**src/rtl/multi_cycle_controller_pkg.sv**
```systemverilog
// Shared definitions for the multi-cycle MIPS controller: state codes,
// opcode/funct values, datapath select encodings and ALU control codes.
package multi_cycle_controller_pkg;

   typedef enum logic [3:0] {
      ST_FETCH    = 4'd0,
      ST_DECODE   = 4'd1,
      ST_EXEC_R   = 4'd2,
      ST_EXEC_I   = 4'd3,
      ST_WB_ALU   = 4'd4,
      ST_MEM_ADDR = 4'd5,
      ST_MEM_RD   = 4'd6,
      ST_MEM_WR   = 4'd7,
      ST_WB_MEM   = 4'd8,
      ST_BRANCH   = 4'd9,
      ST_JUMP     = 4'd10,
      ST_JR       = 4'd11,
      ST_HALT     = 4'd12
   } state_t;

   localparam logic [5:0] OPC_RTYPE = 6'h00;
   localparam logic [5:0] OPC_J     = 6'h02;
   localparam logic [5:0] OPC_JAL   = 6'h03;
   localparam logic [5:0] OPC_BEQ   = 6'h04;
   localparam logic [5:0] OPC_BNE   = 6'h05;
   localparam logic [5:0] OPC_ADDIU = 6'h09;
   localparam logic [5:0] OPC_ORI   = 6'h0d;
   localparam logic [5:0] OPC_LUI   = 6'h0f;
   localparam logic [5:0] OPC_LW    = 6'h23;
   localparam logic [5:0] OPC_SW    = 6'h2b;

   localparam logic [5:0] FUNCT_JR      = 6'h08;
   localparam logic [5:0] FUNCT_SYSCALL = 6'h0c;
   localparam logic [5:0] FUNCT_ADDU    = 6'h21;
   localparam logic [5:0] FUNCT_SUBU    = 6'h23;
   localparam logic [5:0] FUNCT_SLT     = 6'h2a;

   localparam logic [1:0] PCSRC_PC4  = 2'd0;
   localparam logic [1:0] PCSRC_BR   = 2'd1;
   localparam logic [1:0] PCSRC_JUMP = 2'd2;
   localparam logic [1:0] PCSRC_RS   = 2'd3;

   localparam logic [1:0] WB_ALUOUT = 2'd0;
   localparam logic [1:0] WB_MDR    = 2'd1;
   localparam logic [1:0] WB_PC     = 2'd2;
   localparam logic [1:0] WB_UPPER  = 2'd3;

   localparam logic [1:0] DST_RT = 2'd0;
   localparam logic [1:0] DST_RD = 2'd1;
   localparam logic [1:0] DST_RA = 2'd2;

   localparam logic       ALUA_PC = 1'b0;
   localparam logic       ALUA_RS = 1'b1;

   localparam logic [1:0] ALUB_RT   = 2'd0;
   localparam logic [1:0] ALUB_FOUR = 2'd1;
   localparam logic [1:0] ALUB_IMM  = 2'd2;
   localparam logic [1:0] ALUB_BR   = 2'd3;

   localparam logic [3:0] ALU_CTRL_AND  = 4'b0000;
   localparam logic [3:0] ALU_CTRL_OR   = 4'b0001;
   localparam logic [3:0] ALU_CTRL_ADD  = 4'b0010;
   localparam logic [3:0] ALU_CTRL_SUB  = 4'b0110;
   localparam logic [3:0] ALU_CTRL_SLT  = 4'b0111;
   localparam logic [3:0] ALU_CTRL_PASS = 4'b1000;

   // Strobes and selects decoded from state; zeroed as a group in reset.
   typedef struct packed {
      logic       pc_write;
      logic [1:0] pc_src;
      logic       ir_write;
      logic       iord;
      logic       mem_req;
      logic       mem_we;
      logic       reg_write;
      logic [1:0] reg_dst_sel;
      logic [1:0] wb_sel;
      logic       alu_src_a;
      logic [1:0] alu_src_b;
      logic       illegal;
   } ctrl_t;

   function automatic logic is_mem_state(input state_t s);
      return (s == ST_FETCH) || (s == ST_MEM_RD) || (s == ST_MEM_WR);
   endfunction

endpackage

```
**src/rtl/multi_cycle_controller_alu_op_decode.sv**
```systemverilog
// ALU operation decode: {state, opcode, funct} -> alu_control and
// immediate zero-extend select. Purely combinational.
module alu_op_decode
   import multi_cycle_controller_pkg::*;
(
   input  logic [3:0] state_i,
   input  logic [5:0] opcode_i,
   input  logic [5:0] funct_i,
   output logic [3:0] alu_control_o,
   output logic       use_zero_extend_o
);

   always_comb begin
      alu_control_o     = ALU_CTRL_ADD;
      use_zero_extend_o = 1'b0;
      case (state_i)
         ST_EXEC_R: begin
            if (funct_i == FUNCT_SUBU) begin
               alu_control_o = ALU_CTRL_SUB;
            end else if (funct_i == FUNCT_SLT) begin
               alu_control_o = ALU_CTRL_SLT;
            end
         end
         ST_EXEC_I: begin
            if (opcode_i == OPC_ORI) begin
               alu_control_o     = ALU_CTRL_OR;
               use_zero_extend_o = 1'b1;
            end else if (opcode_i == OPC_LUI) begin
               alu_control_o = ALU_CTRL_PASS;
            end
         end
         ST_BRANCH: alu_control_o = ALU_CTRL_SUB;
         ST_HALT:   alu_control_o = ALU_CTRL_AND;
         default:   alu_control_o = ALU_CTRL_ADD;
      endcase
   end

endmodule

```
**src/rtl/multi_cycle_controller.sv**
```systemverilog
// Multi-cycle MIPS control FSM sharing one memory port (req/ready).
// Ports: clk/rst, opcode/funct/alu_zero/mem_ready in; datapath strobes,
// selects, alu_control, halt/mem_error/illegal flags, retired_count out.
module multi_cycle_controller
   import multi_cycle_controller_pkg::*;
#(
   parameter int MEM_HANDSHAKE = 1,
   parameter int MEM_TIMEOUT   = 15,
   parameter int CNT_W         = 32
) (
   input  logic             clk,
   input  logic             rst,
   input  logic [5:0]       opcode,
   input  logic [5:0]       funct,
   input  logic             alu_zero,
   input  logic             mem_ready,
   output logic             pc_write,
   output logic [1:0]       pc_src,
   output logic             ir_write,
   output logic             iord,
   output logic             mem_req,
   output logic             mem_we,
   output logic             reg_write,
   output logic [1:0]       reg_dst_sel,
   output logic [1:0]       wb_sel,
   output logic             alu_src_a,
   output logic [1:0]       alu_src_b,
   output logic             use_zero_extend,
   output logic [3:0]       alu_control,
   output logic             halt,
   output logic             mem_error,
   output logic             illegal,
   output logic [CNT_W-1:0] retired_count
);

   localparam logic [7:0] TMO = 8'(MEM_TIMEOUT);

   state_t           state_q, state_d;
   logic [7:0]       wait_q, wait_d;
   logic [CNT_W-1:0] cnt_q, cnt_d;
   logic             halt_q, halt_d;
   logic             err_q, err_d;

   logic  ready;
   logic  op_r, r_alu, r_jr, r_sys;
   logic  op_imm, op_mem, op_br, op_jmp;
   ctrl_t c;
   logic [3:0] alu_ctrl_w;
   logic       zext_w;

   // Without handshake every access completes in its first cycle.
   assign ready = (MEM_HANDSHAKE != 0) ? mem_ready : 1'b1;

   assign op_r   = (opcode == OPC_RTYPE);
   assign r_alu  = op_r && ((funct == FUNCT_ADDU) ||
                            (funct == FUNCT_SUBU) ||
                            (funct == FUNCT_SLT));
   assign r_jr   = op_r && (funct == FUNCT_JR);
   assign r_sys  = op_r && (funct == FUNCT_SYSCALL);
   assign op_imm = (opcode == OPC_ORI) || (opcode == OPC_ADDIU) ||
                   (opcode == OPC_LUI);
   assign op_mem = (opcode == OPC_LW) || (opcode == OPC_SW);
   assign op_br  = (opcode == OPC_BEQ) || (opcode == OPC_BNE);
   assign op_jmp = (opcode == OPC_J) || (opcode == OPC_JAL);

   always_ff @(posedge clk or posedge rst) begin
      if (rst) begin
         state_q <= ST_FETCH;
         wait_q  <= '0;
         cnt_q   <= '0;
         halt_q  <= 1'b0;
         err_q   <= 1'b0;
      end else begin
         state_q <= state_d;
         wait_q  <= wait_d;
         cnt_q   <= cnt_d;
         halt_q  <= halt_d;
         err_q   <= err_d;
      end
   end

   always_comb begin
      state_d = state_q;
      wait_d  = wait_q;
      cnt_d   = cnt_q;
      halt_d  = halt_q;
      err_d   = err_q;

      unique case (state_q)
         ST_FETCH: begin
            if (ready) state_d = ST_DECODE;
         end
         ST_DECODE: begin
            if (r_alu) begin
               state_d = ST_EXEC_R;
            end else if (r_jr) begin
               state_d = ST_JR;
            end else if (r_sys) begin
               state_d = ST_HALT;
               halt_d  = 1'b1;
            end else if (op_imm) begin
               state_d = ST_EXEC_I;
            end else if (op_mem) begin
               state_d = ST_MEM_ADDR;
            end else if (op_br) begin
               state_d = ST_BRANCH;
            end else if (op_jmp) begin
               state_d = ST_JUMP;
            end else begin
               state_d = ST_FETCH;
            end
         end
         ST_EXEC_R, ST_EXEC_I: state_d = ST_WB_ALU;
         ST_MEM_ADDR: begin
            state_d = (opcode == OPC_LW) ? ST_MEM_RD : ST_MEM_WR;
         end
         ST_MEM_RD: begin
            if (ready) state_d = ST_WB_MEM;
         end
         ST_MEM_WR: begin
            if (ready) state_d = ST_FETCH;
         end
         ST_WB_ALU, ST_WB_MEM, ST_BRANCH, ST_JUMP, ST_JR: begin
            state_d = ST_FETCH;
         end
         ST_HALT: state_d = ST_HALT;
         default: state_d = ST_FETCH;
      endcase

      // Watchdog: counts stalled cycles of the current access.
      if (is_mem_state(state_q) && !ready) begin
         wait_d = wait_q + 8'd1;
         if (wait_d == TMO) begin
            state_d = ST_HALT;
            err_d   = 1'b1;
         end
      end

      if ((state_d != state_q) && is_mem_state(state_d)) begin
         wait_d = '0;
      end

      // DECODE -> FETCH is the illegal path and does not retire.
      if ((state_d == ST_FETCH) && (state_q != ST_FETCH) &&
          (state_q != ST_DECODE)) begin
         cnt_d = cnt_q + CNT_W'(1);
      end
   end

   always_comb begin
      c = '0;
      unique case (state_q)
         ST_FETCH: begin
            c.mem_req   = 1'b1;
            c.iord      = 1'b0;
            c.alu_src_a = ALUA_PC;
            c.alu_src_b = ALUB_FOUR;
            if (ready) begin
               c.ir_write = 1'b1;
               c.pc_write = 1'b1;
               c.pc_src   = PCSRC_PC4;
            end
         end
         ST_DECODE: begin
            c.alu_src_a = ALUA_PC;
            c.alu_src_b = ALUB_BR;
            c.illegal   = !(r_alu || r_jr || r_sys || op_imm ||
                            op_mem || op_br || op_jmp);
         end
         ST_EXEC_R: begin
            c.alu_src_a = ALUA_RS;
            c.alu_src_b = ALUB_RT;
         end
         ST_EXEC_I, ST_MEM_ADDR: begin
            c.alu_src_a = ALUA_RS;
            c.alu_src_b = ALUB_IMM;
         end
         ST_WB_ALU: begin
            c.reg_write   = 1'b1;
            c.reg_dst_sel = op_r ? DST_RD : DST_RT;
            c.wb_sel      = (opcode == OPC_LUI) ? WB_UPPER : WB_ALUOUT;
         end
         ST_MEM_RD: begin
            c.mem_req = 1'b1;
            c.iord    = 1'b1;
         end
         ST_MEM_WR: begin
            c.mem_req = 1'b1;
            c.mem_we  = 1'b1;
            c.iord    = 1'b1;
         end
         ST_WB_MEM: begin
            c.reg_write   = 1'b1;
            c.reg_dst_sel = DST_RT;
            c.wb_sel      = WB_MDR;
         end
         ST_BRANCH: begin
            c.alu_src_a = ALUA_RS;
            c.alu_src_b = ALUB_RT;
            c.pc_src    = PCSRC_BR;
            c.pc_write  = (opcode == OPC_BEQ) ? alu_zero : ~alu_zero;
         end
         ST_JUMP: begin
            c.pc_write = 1'b1;
            c.pc_src   = PCSRC_JUMP;
            if (opcode == OPC_JAL) begin
               c.reg_write   = 1'b1;
               c.reg_dst_sel = DST_RA;
               c.wb_sel      = WB_PC;
            end
         end
         ST_JR: begin
            c.pc_write = 1'b1;
            c.pc_src   = PCSRC_RS;
         end
         ST_HALT: c = '0;
         default: c = '0;
      endcase
      // Reset kills any in-flight access without waiting for a clock.
      if (rst) c = '0;
   end

   alu_op_decode u_alu_op_decode (
      .state_i           (state_q),
      .opcode_i          (opcode),
      .funct_i           (funct),
      .alu_control_o     (alu_ctrl_w),
      .use_zero_extend_o (zext_w)
   );

   assign pc_write        = c.pc_write;
   assign pc_src          = c.pc_src;
   assign ir_write        = c.ir_write;
   assign iord            = c.iord;
   assign mem_req         = c.mem_req;
   assign mem_we          = c.mem_we;
   assign reg_write       = c.reg_write;
   assign reg_dst_sel     = c.reg_dst_sel;
   assign wb_sel          = c.wb_sel;
   assign alu_src_a       = c.alu_src_a;
   assign alu_src_b       = c.alu_src_b;
   assign illegal         = c.illegal;
   assign alu_control     = rst ? 4'd0 : alu_ctrl_w;
   assign use_zero_extend = rst ? 1'b0 : zext_w;
   assign halt            = halt_q;
   assign mem_error       = err_q;
   assign retired_count   = cnt_q;

endmodule

```
**config.mk**
```make
export PLATFORM = sky130hd
export DESIGN_NAME = multi_cycle_controller
export DESIGN_NICKNAME = d
export VERILOG_FILES = /design/src/rtl/multi_cycle_controller_pkg.sv /design/src/rtl/multi_cycle_controller_alu_op_decode.sv /design/src/rtl/multi_cycle_controller.sv
export SDC_FILE = /design/constraint.sdc
export NUM_CORES = 1
export LEC_CHECK = 0
export BUFFER_PORTS_ARGS = -buffer_cell sky130_fd_sc_hd__buf_4
export CORE_AREA = 2 2 62 108
export DETAILED_ROUTE_END_ITERATION = 6
export DIE_AREA = 0 0 64 110
export PLACE_DENSITY = 0.73
export SYNTH_ARGS = -nofsm -noshare
export SYNTH_HDL_FRONTEND = slang
export SYNTH_SLANG_ARGS = --single-unit
```
**constraint.sdc**
```tcl
create_clock -name clk -period 7.6 [get_ports clk]
set_input_delay 1.52 -clock clk [delete_from_list [all_inputs] [get_ports clk]]
set_output_delay 1.52 -clock clk [all_outputs]
set_load 0.05 [all_outputs]
```
==> impl_metrics.tcl <==
set metrics [dict create \
    io_pins 71 \
    finClkSkew_ps 9.74 \
    final_util_pct 59.5 \
    drt-initial-drc-count 192 \
    status "complete, no violations" \
    grt_util_met1_pct 25.8 \
    port_buffers 70 \
    routedWlPerCell_um 15.8 \
    die_area_mm2 0.00704 \
    worstPathArrival_ps 3280 \
    setup_tns_ps 0 \
    fmax_mhz 208 \
    crit_path_start "rst" \
    path_clk_slew_ps 80 \
    synth_area_leaders "dfrtp_1, xor2_1, nor2_1" \
    use_met2_pct 42.3 \
    clk_latency_ps 290 \
    peakVddDrop_mv 0.226 \
    post_cts_resized 0 \
    ys_ff_latch 46 \
    max_slew_margin_pct 25.7 \
    busiest_layer "met2" \
    r2r_start "state_q[1]" \
    placed_cells 476 \
    overflow 0 \
    layout_common_cells "buf_4, nor2_1, dfrtp_1" \
    p_leak_nw 1.81 \
    vias 2798 \
    setup_viol 0 \
    area_delta_synth_final_pct 21.3 \
    grt_max_degree 50 \
    grt_util_met3_pct 2.64 \
    cts-root-buf "clkbuf_8" \
    worstPathMaxFanout 49 \
    syn_nets 361 \
    synth_cell_types 54 \
    cts_tree "built" \
    required_ps 6080 \
    hold_buffers 0 \
    post-synth-top-area-cell "dfrtp_1" \
    drtAntennaViolNets 0 \
    drc 0 \
    fin_cells 484 \
    firstDrtPassIters 4 \
    min_from "mem_error" \
    worst_pin_slew_ps 1110 \
    final_common_cell "buf_4" \
    coreArea_mm2 0.00613 \
    diodes 0 \
    synth-edff-count 0 \
    crit_type "in -> out" \
    timing.final.max_slew_violations 0 \
    track_usage_pct 23.1 \
    routabilityCongestion 0.887 \
    worstReg2RegEnd "retired_count[16]" \
    drv_cap 0 \
    whs_path_depth 1 \
    ys_async_sr_fraction_pct 100 \
    grt_pass1_wl_um 12800 \
    whs_endpoint "mem_error" \
    die_w_um 64 \
    start_util_pct 49.0 \
    ys.flop_type "dfrtp_1" \
    cts.path.max_buffers 2 \
    synth_top_cell_area_share_pct 38.3 \
    cts_buffers 5 \
    fin_hold_ws_ps 475 \
    rows 38 \
    drt-total-wl_um 7670 \
    p_per_area_mw_per_mm2 181 \
    hpwl_um 5800 \
    rrSetupSlack_ps 4250 \
    fin_area_mm2 0.00365 \
    endpoint_kind "primary output" \
    fp.dieH_um 110 \
    yosys_warnings 0 \
    post-route-period-util_pct 63.2 \
    clock-sinks 46 \
    hold_path.class "reg -> reg" \
    yosysSeqAreaShare_pct 38.3 \
    startpoint_type "primary input" \
    rr_worst_depth 7 \
    nNetsFinal 422 \
    syn_area_mm2 0.00301 \
    period_needed_ps 4800 \
    cts_setup_buffers 0 \
    antenna_found_initial 0 \
    hold_viol_final 0 \
    htreeDepth 2 \
    avgSynthCellArea_um2 8.79 \
    dpl-instance-area_mm2 0.00355 \
    grt_pass1_vias 2757 \
    synth_cells 342 \
    drive_gt1_share_pct 23.0 \
    vias_per_cell 5.78 \
    rsz0062_at_grt "no" \
]
[report_power, final]
part	internal, W	leakage, nW	total [W]	switching, W
logic	0.0000709	1.14	0.000211	0.000140
clock network	0.0000752	0.0489	0.000156	0.0000803
registers	0.000263	0.629	0.000295	0.0000325
[state kept, by name (all words and copies together), names as in the netlist]
signal and count:
wait_q 8, halt 1, state_q 4, retired_count 32, mem_error 1
[critical path, stage by stage]
cell	delay, ps
buf_4	150
inv_2	700
nand2_1	200
a2111oi_0	390
buf_4	280
[cell type report]
cell class / instances / area (um2)
Multi-Input combinational cell: 274 / 1760
Fill cell: 583 / 2480
Timing Repair Buffer: 70 / 526
Sequential cell: 46 / 1150
Inverter: 6 / 22.5
Clock inverter: 1 / 8.76
Clock buffer: 7 / 86.3
Tap cell: 80 / 100
[logic make-up (layout without fill, tap and decap cells)]
| logic type | Yosys count | after routing | synth area share, % |
|---|---|---|---|
| multiplexers | 2 | 2 | 0.707 |
| XOR/XNOR | 42 | 42 | 12.5 |
| AO/OA/AOI/OAI | 32 | 32 | 8.03 |
| AND/OR/NAND/NOR | 195 | 195 | 35.9 |
| buffers and inverters | 22 | 84 | 3.37 |
| flip-flops | 46 | 46 | 38.3 |
| adder cells (fa/ha/maj) | 3 | 3 | 1.25 |
[per-stage QoR]
stage                     setup WS, ps  power [W]
final                             2800   0.000661
after global routing              2560   0.000701
after CTS                         2750   0.000667
after detailed placement          2750   0.000512
after global placement            2790   0.000510
after floorplan                    715   0.000454
[routing by layer]
layer / part of all wire [%] / wire length (um) / vias to the layer above
met3: 3.8 / 293 / 23
met1: 38 / 2900 / 1338
met4: 4.3 / 326 / 0
met2: 54 / 4150 / 97
met5: 0 / 0 / -
li1: - / - / 1340
[worst max-delay path by stage]
stage                     endpoint  depth (start not counted)
floorplan           alu_control[0]                          4
global placement    alu_control[0]                          5
detailed placement  alu_control[0]                          5
CTS                 alu_control[0]                          5
global route        alu_control[0]                          5
finish              alu_control[0]                          5
[Yosys cell counts, types with 3 or more instances]
cell,count
nor2b_1,7
o21ai_0,4
nand2b_1,5
and3_1,9
xnor2_1,6
dfrtp_1,46
clkbuf_1,6
a2111oi_0,3
and4_1,6
a21oi_1,6
o21a_1,3
nor2_1,46
nand3_1,20
inv_1,6
buf_2,6
xor2_1,35
nand2_1,36
or2_2,3
a31oi_1,4
nand4b_1,4
nor4_1,4
nand4_1,9
ha_1,3
nor3_1,22
nor3b_1,3
No activity file was read; power rests on OpenSTA's default activity.
